## src/rtl/ballot_box.sv

```systemverilog
// Weighted ballot collector: common/vip/vvip voters cast one ballot each per session,
// and the motion passes when the weighted yes count reaches 32.
module ballot_box (
  input  logic        clk,
  input  logic        reset_n,
  input  logic        open,
  input  logic        close,
  input  logic        bal_valid,
  output logic        bal_ready,
  input  logic [1:0]  bal_class,
  input  logic [4:0]  bal_id,
  input  logic        bal_yes,
  output logic [31:0] common,
  output logic [7:0]  vip,
  output logic        vvip,
  output logic [6:0]  tally,
  output logic        result_valid,
  output logic        result,
  output logic        bal_err
);

  typedef enum logic [1:0] {StIdle, StCollect, StDecide, StDone} state_e;

  state_e      state_q, state_d;
  logic [31:0] common_q, common_d;
  logic [7:0]  vip_q, vip_d;
  logic        vvip_q, vvip_d;
  logic [6:0]  tally_q, tally_d;
  logic        result_q, result_d;
  logic        result_valid_q, result_valid_d;
  logic        bal_err_q, bal_err_d;
  logic [31:0] voted_common_q, voted_common_d;
  logic [7:0]  voted_vip_q, voted_vip_d;
  logic        voted_vvip_q, voted_vvip_d;

  logic enter_collect;
  logic accept;
  logic dup;
  logic illegal;

  assign enter_collect = open && (state_q == StIdle || state_q == StDone);
  assign accept        = bal_valid && (state_q == StCollect);

  always_comb begin
    dup = 1'b1;
    case (bal_class)
      2'd0:    dup = voted_common_q[bal_id];
      2'd1:    dup = voted_vip_q[bal_id[2:0]];
      2'd2:    dup = voted_vvip_q;
      default: dup = 1'b1;
    endcase
  end

  assign illegal = (bal_class == 2'd3) ||
                   (bal_class == 2'd1 && bal_id > 5'd7) ||
                   (bal_class == 2'd2 && bal_id != 5'd0) ||
                   dup;

  always_comb begin
    state_d = state_q;
    case (state_q)
      StIdle:    if (open)  state_d = StCollect;
      StCollect: if (close) state_d = StDecide;
      StDecide:             state_d = StDone;
      StDone:    if (open)  state_d = StCollect;
      default:              state_d = StIdle;
    endcase
  end

  always_comb begin
    common_d       = common_q;
    vip_d          = vip_q;
    vvip_d         = vvip_q;
    tally_d        = tally_q;
    result_d       = result_q;
    result_valid_d = result_valid_q;
    bal_err_d      = 1'b0;
    voted_common_d = voted_common_q;
    voted_vip_d    = voted_vip_q;
    voted_vvip_d   = voted_vvip_q;

    if (enter_collect) begin
      common_d       = '0;
      vip_d          = '0;
      vvip_d         = 1'b0;
      tally_d        = '0;
      result_d       = 1'b0;
      result_valid_d = 1'b0;
      voted_common_d = '0;
      voted_vip_d    = '0;
      voted_vvip_d   = 1'b0;
    end else if (accept) begin
      if (illegal) begin
        bal_err_d = 1'b1;
      end else begin
        // Duplicate lockout makes 96 the ceiling, so the add cannot wrap.
        case (bal_class)
          2'd0: begin
            voted_common_d[bal_id] = 1'b1;
            if (bal_yes) begin
              common_d[bal_id] = 1'b1;
              tally_d          = tally_q + 7'd1;
            end
          end
          2'd1: begin
            voted_vip_d[bal_id[2:0]] = 1'b1;
            if (bal_yes) begin
              vip_d[bal_id[2:0]] = 1'b1;
              tally_d            = tally_q + 7'd4;
            end
          end
          default: begin
            voted_vvip_d = 1'b1;
            if (bal_yes) begin
              vvip_d  = 1'b1;
              tally_d = tally_q + 7'd32;
            end
          end
        endcase
      end
    end else if (state_q == StDecide) begin
      result_d       = (tally_q >= 7'd32);
      result_valid_d = 1'b1;
    end
  end

  always_ff @(posedge clk or negedge reset_n) begin
    if (!reset_n) begin
      state_q        <= StIdle;
      common_q       <= '0;
      vip_q          <= '0;
      vvip_q         <= 1'b0;
      tally_q        <= '0;
      result_q       <= 1'b0;
      result_valid_q <= 1'b0;
      bal_err_q      <= 1'b0;
      voted_common_q <= '0;
      voted_vip_q    <= '0;
      voted_vvip_q   <= 1'b0;
    end else begin
      state_q        <= state_d;
      common_q       <= common_d;
      vip_q          <= vip_d;
      vvip_q         <= vvip_d;
      tally_q        <= tally_d;
      result_q       <= result_d;
      result_valid_q <= result_valid_d;
      bal_err_q      <= bal_err_d;
      voted_common_q <= voted_common_d;
      voted_vip_q    <= voted_vip_d;
      voted_vvip_q   <= voted_vvip_d;
    end
  end

  assign bal_ready    = (state_q == StCollect);
  assign common       = common_q;
  assign vip          = vip_q;
  assign vvip         = vvip_q;
  assign tally        = tally_q;
  assign result       = result_q;
  assign result_valid = result_valid_q;
  assign bal_err      = bal_err_q;

endmodule

```

## config.mk

```make
export PLATFORM = sky130hd
export DESIGN_NAME = ballot_box
export DESIGN_NICKNAME = d
export VERILOG_FILES = /design/src/rtl/ballot_box.sv
export SDC_FILE = /design/constraint.sdc
export NUM_CORES = 1
export LEC_CHECK = 0
export CAP_MARGIN = 20
export CORE_MARGIN = 2
export CORE_UTILIZATION = 59
export CTS_BUF_LIST = sky130_fd_sc_hd__clkbuf_16
export DETAILED_ROUTE_END_ITERATION = 7
export PLACE_DENSITY = 0.9
export SLEW_MARGIN = 20
export SYNTH_ARGS = -nofsm -noshare
export SYNTH_HDL_FRONTEND = slang
export SYNTH_SLANG_ARGS = --single-unit
```

## constraint.sdc

```tcl
create_clock -name clk -period 4.5 [get_ports clk]
set_clock_uncertainty 0.15 [all_clocks]
set_input_delay 0.9 -clock clk [delete_from_list [all_inputs] [get_ports clk]]
set_output_delay 0.9 -clock clk [all_outputs]
set_load 0.02 [all_outputs]
```

==> results of run 1 <==
==> power by group through the flow <==
stage	Sequential [W]	Combinational [W]	Clock (W)
2_1_floorplan	0.000963	0.000421	0
3_5_place_dp	0.000939	0.000654	0
5_1_grt	0.000930	0.000720	0.000804
4_1_cts	0.000923	0.000662	0.000763
6_report	0.000924	0.000670	0.000757
3_3_place_gp	0.000937	0.000633	0
==> state kept, by name, summed over array words and instances, names as in the netlist, 2 cells and up <==
| signal | flops |
|---|---|
| voted_vip_q | 8 |
| voted_common_q | 32 |
| common | 32 |
| state_q | 2 |
| vip | 8 |
| tally | 7 |
==> synth_stat cells (8+ instances only) <==
library cell | count | share of area [%]
a211oi_1 | 8 | 1.3
a21oi_1 | 26 | 2.8
a22o_1 | 24 | 4.6
a32o_1 | 25 | 5.4
clkbuf_1 | 25 | 2.0
dfrtp_1 | 94 | 51
ha_1 | 8 | 2.2
inv_1 | 9 | 0.74
nand2_1 | 27 | 2.2
nand3_1 | 11 | 1.2
nor2_1 | 29 | 2.4
o21a_1 | 12 | 2.0
==> metal layers <==
layer	routed length, um	up-vias	part of all wire, %
met5	0	-	0
met4	394	0	3.4
met3	873	42	7.4
met2	5599	214	48
met1	4884	1904	42
li1	-	1649	-
==> path summary, 6_finish.rpt <==
path	startpoint	to	slack (ps)	cells after the start
worst max register to register	state_q[1]$_DFFE_PN0P_	common[31]$_DFFE_PN0P_	1670	6
min in group asynchronous	reset_n	common[2]$_DFFE_PN0P_	490	1
worst min register to register	common[0]$_DFFE_PN0P_	common[0]$_DFFE_PN0P_	340	2
worst min-delay path	common[0]$_DFFE_PN0P_	common[0]$_DFFE_PN0P_	340	2
max in group asynchronous	reset_n	voted_common_q[13]$_DFFE_PN0P_	2840	2
worst max-delay path	bal_id[0]	voted_vip_q[0]$_DFFE_PN0P_	810	8
==> final cells by class <==
class,count,area share [%]
multi-input combinational,266,36.56
clock buffer,9,4.005
sequential,94,41.83
inverter,9,0.6008
timing repair buffer,80,13.48
tap,102,2.270
clock inverter,6,1.246
==> critical path, stage by stage <==
cell and delay [ps]:
clkdlybuf4s50_1 890, mux4_2 590, mux2i_1 200, a31oi_2 260, buf_4 290, nor3b_4 390
a21oi_1 160, nor2_1 110
==> metrics by stage <==
step / hold slack (ps) / std cells / utilization [%] / setup slack (ps) / total power [W]
floorplan: 307.3 / 404 / - / 1539 / 0.001384
global placement: 311.4 / 551 / 69.67 / 586.2 / 0.001570
detailed placement: 317.3 / 551 / 69.67 / 491.0 / 0.001593
CTS: 335.3 / 566 / 73.53 / 844.3 / 0.002348
global route: 356.4 / 566 / 73.53 / 656.1 / 0.002454
finish: 335.1 / 566 / 73.53 / 813.2 / 0.002352
==> kinds of logic after synthesis <==
| group | after synthesis | share of synthesized area, % |
|---|---|---|
| muxes | 16 | 5.230 |
| DFF | 94 | 51.21 |
| buffers and inverters | 44 | 4.222 |
| AOI/OAI and AO/OA | 134 | 24.54 |
| adders and majority gates | 8 | 2.179 |
| xor gates and xnor gates | 2 | 0.3814 |
| and+or+nand+nor | 106 | 12.23 |
==> reports/results.tsv, run 1 <==
metric	value	unit
grt_usage	28.87	%
drive_gt1_share	13.58	%
cellLeakagePower	2.416	nW
syn_avg_cell_area	11.37	um2
grt_pass1_wl	18980	um
met2_usage	44.30	%
die_y	92.23	um
p_sw_share	34.86	%
die_x	92.23	um
critPathLaunchType	primary input	
register_area	0.002352	mm2
drc	0	
final_hold_viol_count	0	
cap_violations	0	
cts_setup_buffers	0	
max_slew_margin	42.06	%
arrival	3800	ps
synth_seq_cells	94	
clock-sinks	94	
worst_pin_slew	865.9	ps
met3_usage	5.588	%
grt.busiest_layer	met2	
crit_type	primary input to register	
cts.clk_slew.worst_paths	60	ps
synth_edf_count	0	
wl_per_cell	20.76	um
p_per_area	418.3	mW/mm2
hpwl	7683	um
via_count	3809	
fp.dieArea	0.008506	mm2
clock_power_share	32.2	%
final_common_cell	dfrtp_1	
clockBufferDepth	2	
internal-power	0.001532	W
hold_buffers	0	
min_period	3687	ps
design_area	0.005623	mm2
grt_max_degree	69	
pwr-share-comb	28.5	%
overflow	0	
async_flop_share	100.0	%
portBuffers	64	
cts_buffers	9	
drt-vias-per-instance	6.730	
fillers	493	
syn_nets	425	
rsz0062_at_grt	no	
syn_inst	404	
ioPinCount	65	
multi_input_area	0.002056	mm2
drt_first_pass_iters	5	
status	finished, final reports clean	
antenna_found_initial	0	
antenna_left	0	
grt_pass1_vias	3649	
met1_usage	40.27	%
synth.distinct_cells	60	
irDropWorstVdd	0.2425	mV
fin_nets	481	
cts_resized	0	
holdCritPathClass	register to register	
antennaDiodeCount	0	
drtIter0Drc	348	
synth_area	0.004593	mm2
placed_area	0.005328	mm2
finalMaxSlewViolations	0	
cp_data_required_time	4610	ps
path_max_fanout	12	
end_kind	register	
fmax	0.2712	GHz
min_period_over_period	81.93	%
cts_tree	yes	
clk_latency	340	ps
start_util	60.06	%
synthToLayoutAreaGrowth	22.42	%
seq_area_frac_synth	51.21	%
core_area	0.007647	mm2
p_switching	0.0008199	W
seq_power_share	39.3	%
gp_congestion	0.9285	
rows	32	
setup-tns-final	0	ps
synth-main-ff-cell	dfrtp_1	
cts_max_level	3	
cts_root_buf	clkbuf_16	
finalSetupViolations	0	
drt_wl_total	11750	um
ys_warn_count	0	
layout_common_cells	dfrtp_1 (94), clkdlybuf4s50_1 (63), nor2_1 (29)	
(Power assumes the default switching activity.)
==> run 2, diff against run 1 <==
CORE_UTILIZATION = 49   (was 59)
PLACE_DENSITY = 0.81   (was 0.9)
clock period = 3.2 ns   (was 4.5 ns; I/O delays follow)
==> reports/results.tsv, run 2 (synthesized netlist as in run 1, its figures left out) <==
metric	value	unit	change
drive_gt1_share	17.56	%	was 13.58%
final_common_cell	dfrtp_1		unchanged
fin_nets	500		was 481
cts_tree	yes		unchanged
cellLeakagePower	2.533	nW	was 2.416 nW
grt_usage	23.71	%	was 28.87%
r2r_setup_slack	690	ps	was 1670 ps
hpwl	7615	um	was 7683 um
drtIter0Drc	338		was 348
finalMaxSlewViolations	0		unchanged
grt_pass1_vias	3622		was 3649
rr_startpoint	state_q[0]$_DFFE_PN0P_		was state_q[1]$_DFFE_PN0P_
place_inst	579		was 551
final_hold_viol_count	0		unchanged
via_count	3662		was 3809
max_slew_margin	43.29	%	was 42.06%
hold_buffers	0		unchanged
clockBufferDepth	2		unchanged
cp_data_required_time	3330	ps	was 4610 ps
min_period_over_period	95.00	%	
worst_pin_slew	847.5	ps	was 865.9 ps
portBuffers	64		unchanged
rows	35		was 32
layout_common_cells	dfrtp_1 (94), clkdlybuf4s50_1 (63), buf_4 (33)		was dfrtp_1 (94), clkdlybuf4s50_1 (63), nor2_1 (29)
crit_start	bal_id[0]		unchanged
antennaDiodeCount	0		unchanged
hold_slack	38.35	ps	was 335.1 ps
cts_root_buf	clkbuf_16		unchanged
grt_max_degree	74		was 69
drt_first_pass_iters	4		was 5
grt_pass1_wl	18750	um	was 18980 um
fin_ws	160.1	ps	was 813.2 ps
gp_congestion	0.9678		was 0.9285
overflow	0		unchanged
start_util	50.18	%	was 60.06%
layoutNonFillerInstCount	595		was 566
setup-tns-final	0	ps	unchanged
crit_type	primary input to register		unchanged
ioPinCount	65		unchanged
core_area	0.009153	mm2	was 0.007647 mm2
holdCritPathClass	primary input to async pin		was register to register
arrival	3170	ps	was 3800 ps
finalSetupViolations	0		unchanged
p_per_area	568.1	mW/mm2	was 418.3 mW/mm2
crit_end	common[19]$_DFFE_PN0P_		was voted_vip_q[0]$_DFFE_PN0P_
path_max_fanout	8		was 12
drc	0		unchanged
status	finished, final reports clean		unchanged
rsz0062_at_grt	no		unchanged
die_x	100.8	um	was 92.23 um
die_y	100.8	um	was 92.23 um
dp_slack	-156.8	ps	was 491.0 ps
fp.dieArea	0.01016	mm2	was 0.008506 mm2
wl_per_cell	19.35	um	was 20.76 um
cts.clk_slew.worst_paths	70	ps	was 60 ps
drt_wl_total	11510	um	was 11750 um
min_period	3040	ps	
cts_max_level	3		unchanged
power	0.003309	W	was 0.002352 W
cts_buffers	9		unchanged
drt-vias-per-instance	6.155		was 6.730
antenna_left	0		unchanged
antenna_found_initial	0		unchanged
irDropWorstVdd	0.3285	mV	was 0.2425 mV
clk_latency	340	ps	about the same
synthToLayoutAreaGrowth	26.83	%	was 22.42%
clock-sinks	94		unchanged
end_kind	register		unchanged
fmax	0.3290	GHz	
ff2ff_path_depth	8		was 6
cap_violations	0		unchanged
rr_endpoint	voted_vvip_q$_DFFE_PN0P_		was common[31]$_DFFE_PN0P_
critPathLaunchType	primary input		unchanged
[run 2: cell types whose count changed in the layout (fill, tap and decap cells not counted), sizes merged]
cell and change:
clkinvlp -2, inv +1, bufinv -1, clkinv +3, buf +19
[run 2: area by class of cell]
class / instances / area [um2]
clock buffer: 9 / 225.2
clock inverter: 7 / 66.31
fill: 691 / 3327
inverter: 9 / 33.78
multi-input combinational: 266 / 2071
sequential: 94 / 2352
tap: 111 / 138.9
timing repair buffer: 99 / 938.4
[run 2: repair_timing]
| action | CTS | global route |
|---|---|---|
| hold endpoints to repair | 0 | 0 |
| gates resized for setup | 0 | 3 |
| setup buffers | 0 | 0 |
| setup endpoints to repair | 0 | 16 |
[run 2: worst min-delay path by stage]
stage	startpoint	to	slack, ps	depth (start not counted)
final	reset_n	common[4]$_DFFE_PN0P_	40	1
after global routing	reset_n	common[5]$_DFFE_PN0P_	60	1
after CTS	reset_n	voted_common_q[13]$_DFFE_PN0P_	50	1
after detailed placement	common[4]$_DFFE_PN0P_	common[4]$_DFFE_PN0P_	320	2
after global placement	common[3]$_DFFE_PN0P_	common[3]$_DFFE_PN0P_	310	2
after floorplan	reset_n	bal_err$_DFF_PN0_	190	0
[run 2: report_power, final]
part	total [W]	switching, W	internal (W)
logic	0.000979	0.000636	0.000343
clock network	0.00103	0.000486	0.000545
registers	0.00130	0.0000538	0.00125
total	0.00331	0.00118	0.00213
[run 2: worst max-delay path: stages]
cell and delay [ps]:
clkdlybuf4s50_1 550, buf_4 210, mux4_2 520, nand3_1 90, and3_1 260, nand4_4 170, a2111oi_4 360, buf_4 220
a22o_1 150
[run 2: layer usage]
layer | part of all wire, % | wire length (um) | track usage, %
met4 | 1.5 | 174 | 6.112
met3 | 5.1 | 582 | 4.092
met1 | 44 | 5071 | 33.64
met5 | 0 | 0 | 0
met2 | 49 | 5682 | 38.10
[run 2: through the flow]
| stage | utilization (%) | cell area [um2] |
|---|---|---|
| after global placement | 60.30 | 5519 |
| after detailed placement | 60.30 | 5519 |
| after floorplan | - | 4593 |
| after CTS | 63.49 | 5811 |
| after global routing | 63.65 | 5826 |
| final | 63.65 | 5826 |
==> run 3, diff against run 2 <==
CTS_CLUSTER_DIAMETER = 40   (was unset)
SETUP_SLACK_MARGIN = 0.05   (was unset)
==> reports/results.tsv, run 3 (synthesized netlist as in run 1, its figures left out) <==
metric	value	unit	change
grt_usage	23.71	%	unchanged
cts_root_buf	clkbuf_16		unchanged
design_area	0.005831	mm2	was 0.005826 mm2
ioPinCount	65		unchanged
r2r_setup_slack	690	ps	about the same
cts_max_level	3		unchanged
portBuffers	64		unchanged
drive_gt1_share	17.77	%	was 17.56%
min_period_over_period	94.89	%	was 95.00%
grt_max_degree	74		unchanged
grt_pass1_wl	18750	um	unchanged
core_area	0.009153	mm2	unchanged
clockBufferDepth	2		unchanged
cp_data_required_time	3330	ps	about the same
cap_violations	0		unchanged
fin_ws	163.4	ps	was 160.1 ps
placed_area	0.005519	mm2	unchanged
synthToLayoutAreaGrowth	26.94	%	was 26.83%
finalMaxSlewViolations	0		unchanged
cts_buffers	9		unchanged
path_max_fanout	8		unchanged
setup-tns-final	0	ps	unchanged
status	finished, final reports clean		unchanged
dp_slack	-156.8	ps	unchanged
drtIter0Drc	335		was 338
antenna_left	0		unchanged
layout_common_cells	dfrtp_1 (94), clkdlybuf4s50_1 (63), buf_4 (33)		unchanged
fmax	0.3293	GHz	was 0.3290 GHz
irDropWorstVdd	0.3276	mV	was 0.3285 mV
cp_top_family	buffers and inverters		unchanged
drt_first_pass_iters	5		was 4
overflow	0		unchanged
min_period	3037	ps	was 3040 ps
clk_latency	340	ps	about the same
crit_buf_inv	3		unchanged
worst_path_max_delay_cell	clkdlybuf4s50_1		unchanged
die_x	100.8	um	unchanged
antenna_found_initial	0		unchanged
worst_pin_slew	853.9	ps	was 847.5 ps
finalSetupViolations	0		unchanged
arrival	3160	ps	was 3170 ps
rsz0062_at_grt	no		unchanged
die_y	100.8	um	unchanged
fp.dieArea	0.01016	mm2	unchanged
end_kind	register		unchanged
drt-vias-per-instance	6.150		was 6.155
final_common_cell	dfrtp_1		unchanged
start_util	50.18	%	unchanged
wl_per_cell	19.37	um	was 19.35 um
max_slew_margin	42.86	%	was 43.29%
final_hold_viol_count	0		unchanged
via_count	3659		was 3662
holdCritPathClass	primary input to async pin		unchanged
critPathLaunchType	primary input		unchanged
antennaDiodeCount	0		unchanged
fin_nets	500		unchanged
cpPeakStageDelay	550	ps	about the same
gp_congestion	0.9678		unchanged
p_per_area	568.1	mW/mm2	about the same
crit_top_cell	buf_4		unchanged
clock-sinks	94		unchanged
cts_tree	yes		unchanged
rows	35		unchanged
crit_chain	clkdlybuf4s50_1 > buf_4 > mux4_2 > nand3_1 > and3_1 > nand4_4 > a2111oi_4 > buf_4 > a22o_1		unchanged
hpwl	7615	um	unchanged
cellLeakagePower	2.533	nW	about the same
drc	0		unchanged
crit_type	primary input to register		unchanged
grt_pass1_vias	3622		unchanged
cts.clk_slew.worst_paths	70	ps	about the same
drt_wl_total	11530	um	was 11510 um
==> run 3: worst register-to-register path: cells and delay by family (launching register included) <==
kind,cells,cell delay [ps]
AO/OA/AOI/OAI,2,690
adder cells (fa/ha/maj),1,340
buffers and inverters,3,570
flip-flops,1,410
AND/OR/NAND/NOR,2,250
==> run 3: layout make-up <==
cell class | instances | area [um2]
Tap cell | 111 | 138.9
Clock buffer | 9 | 225.2
Multi-Input combinational cell | 266 | 2076
Fill cell | 690 | 3322
Sequential cell | 94 | 2352
Timing Repair Buffer | 99 | 938.4
Clock inverter | 7 | 66.31
Inverter | 9 | 33.78
==> run 3: worst paths after layout <==
check / from / end / cells after the start
setup / recovery: bal_id[0] / common[19]$_DFFE_PN0P_ / 9
hold / removal: reset_n / common[4]$_DFFE_PN0P_ / 1
setup reg to reg: state_q[0]$_DFFE_PN0P_ / voted_vvip_q$_DFFE_PN0P_ / 8
min in group clk: common[4]$_DFFE_PN0P_ / common[4]$_DFFE_PN0P_ / 2
max in group asynchronous: reset_n / tally[3]$_DFFE_PN0P_ / 2
hold reg to reg: common[4]$_DFFE_PN0P_ / common[4]$_DFFE_PN0P_ / 2
==> run 3: timing repair <==
action | CTS | global route
hold endpoints to repair | 0 | 0
hold buffers | 0 | 0
resized for setup | 0 | 4
buffers inserted | 0 | 0
endpoints found under the setup margin | 0 | 20
==> run 3: per-layer routing <==
metal	share of wire (%)	vias up	GRT usage [%]
met5	0	-	0
met4	1.1	0	6.112
met3	4.1	11	4.092
li1	-	1682	-
met1	45	1854	33.64
met2	50	112	38.10
==> run 3: power breakdown <==
part           leakage [nW]  total, W  internal (W)  switching, W
combinational          1.09  0.000982      0.000345      0.000637
clock                 0.141   0.00103      0.000545      0.000485
sequential             1.30   0.00130       0.00125     0.0000541
total                  2.53   0.00331       0.00214       0.00118
==> run 3: through the flow <==
step / instances / power (W) / util, % / hold slack, ps
after detailed placement: 579 / 0.002284 / 60.30 / 318.3
after CTS: 595 / 0.003312 / 63.49 / 49.16
after floorplan: 404 / 0.001946 / - / 194.4
final: 595 / 0.003312 / 63.70 / 37.00
after global placement: 579 / 0.002260 / 60.30 / 311.3
after global routing: 595 / 0.003473 / 63.70 / 56.19
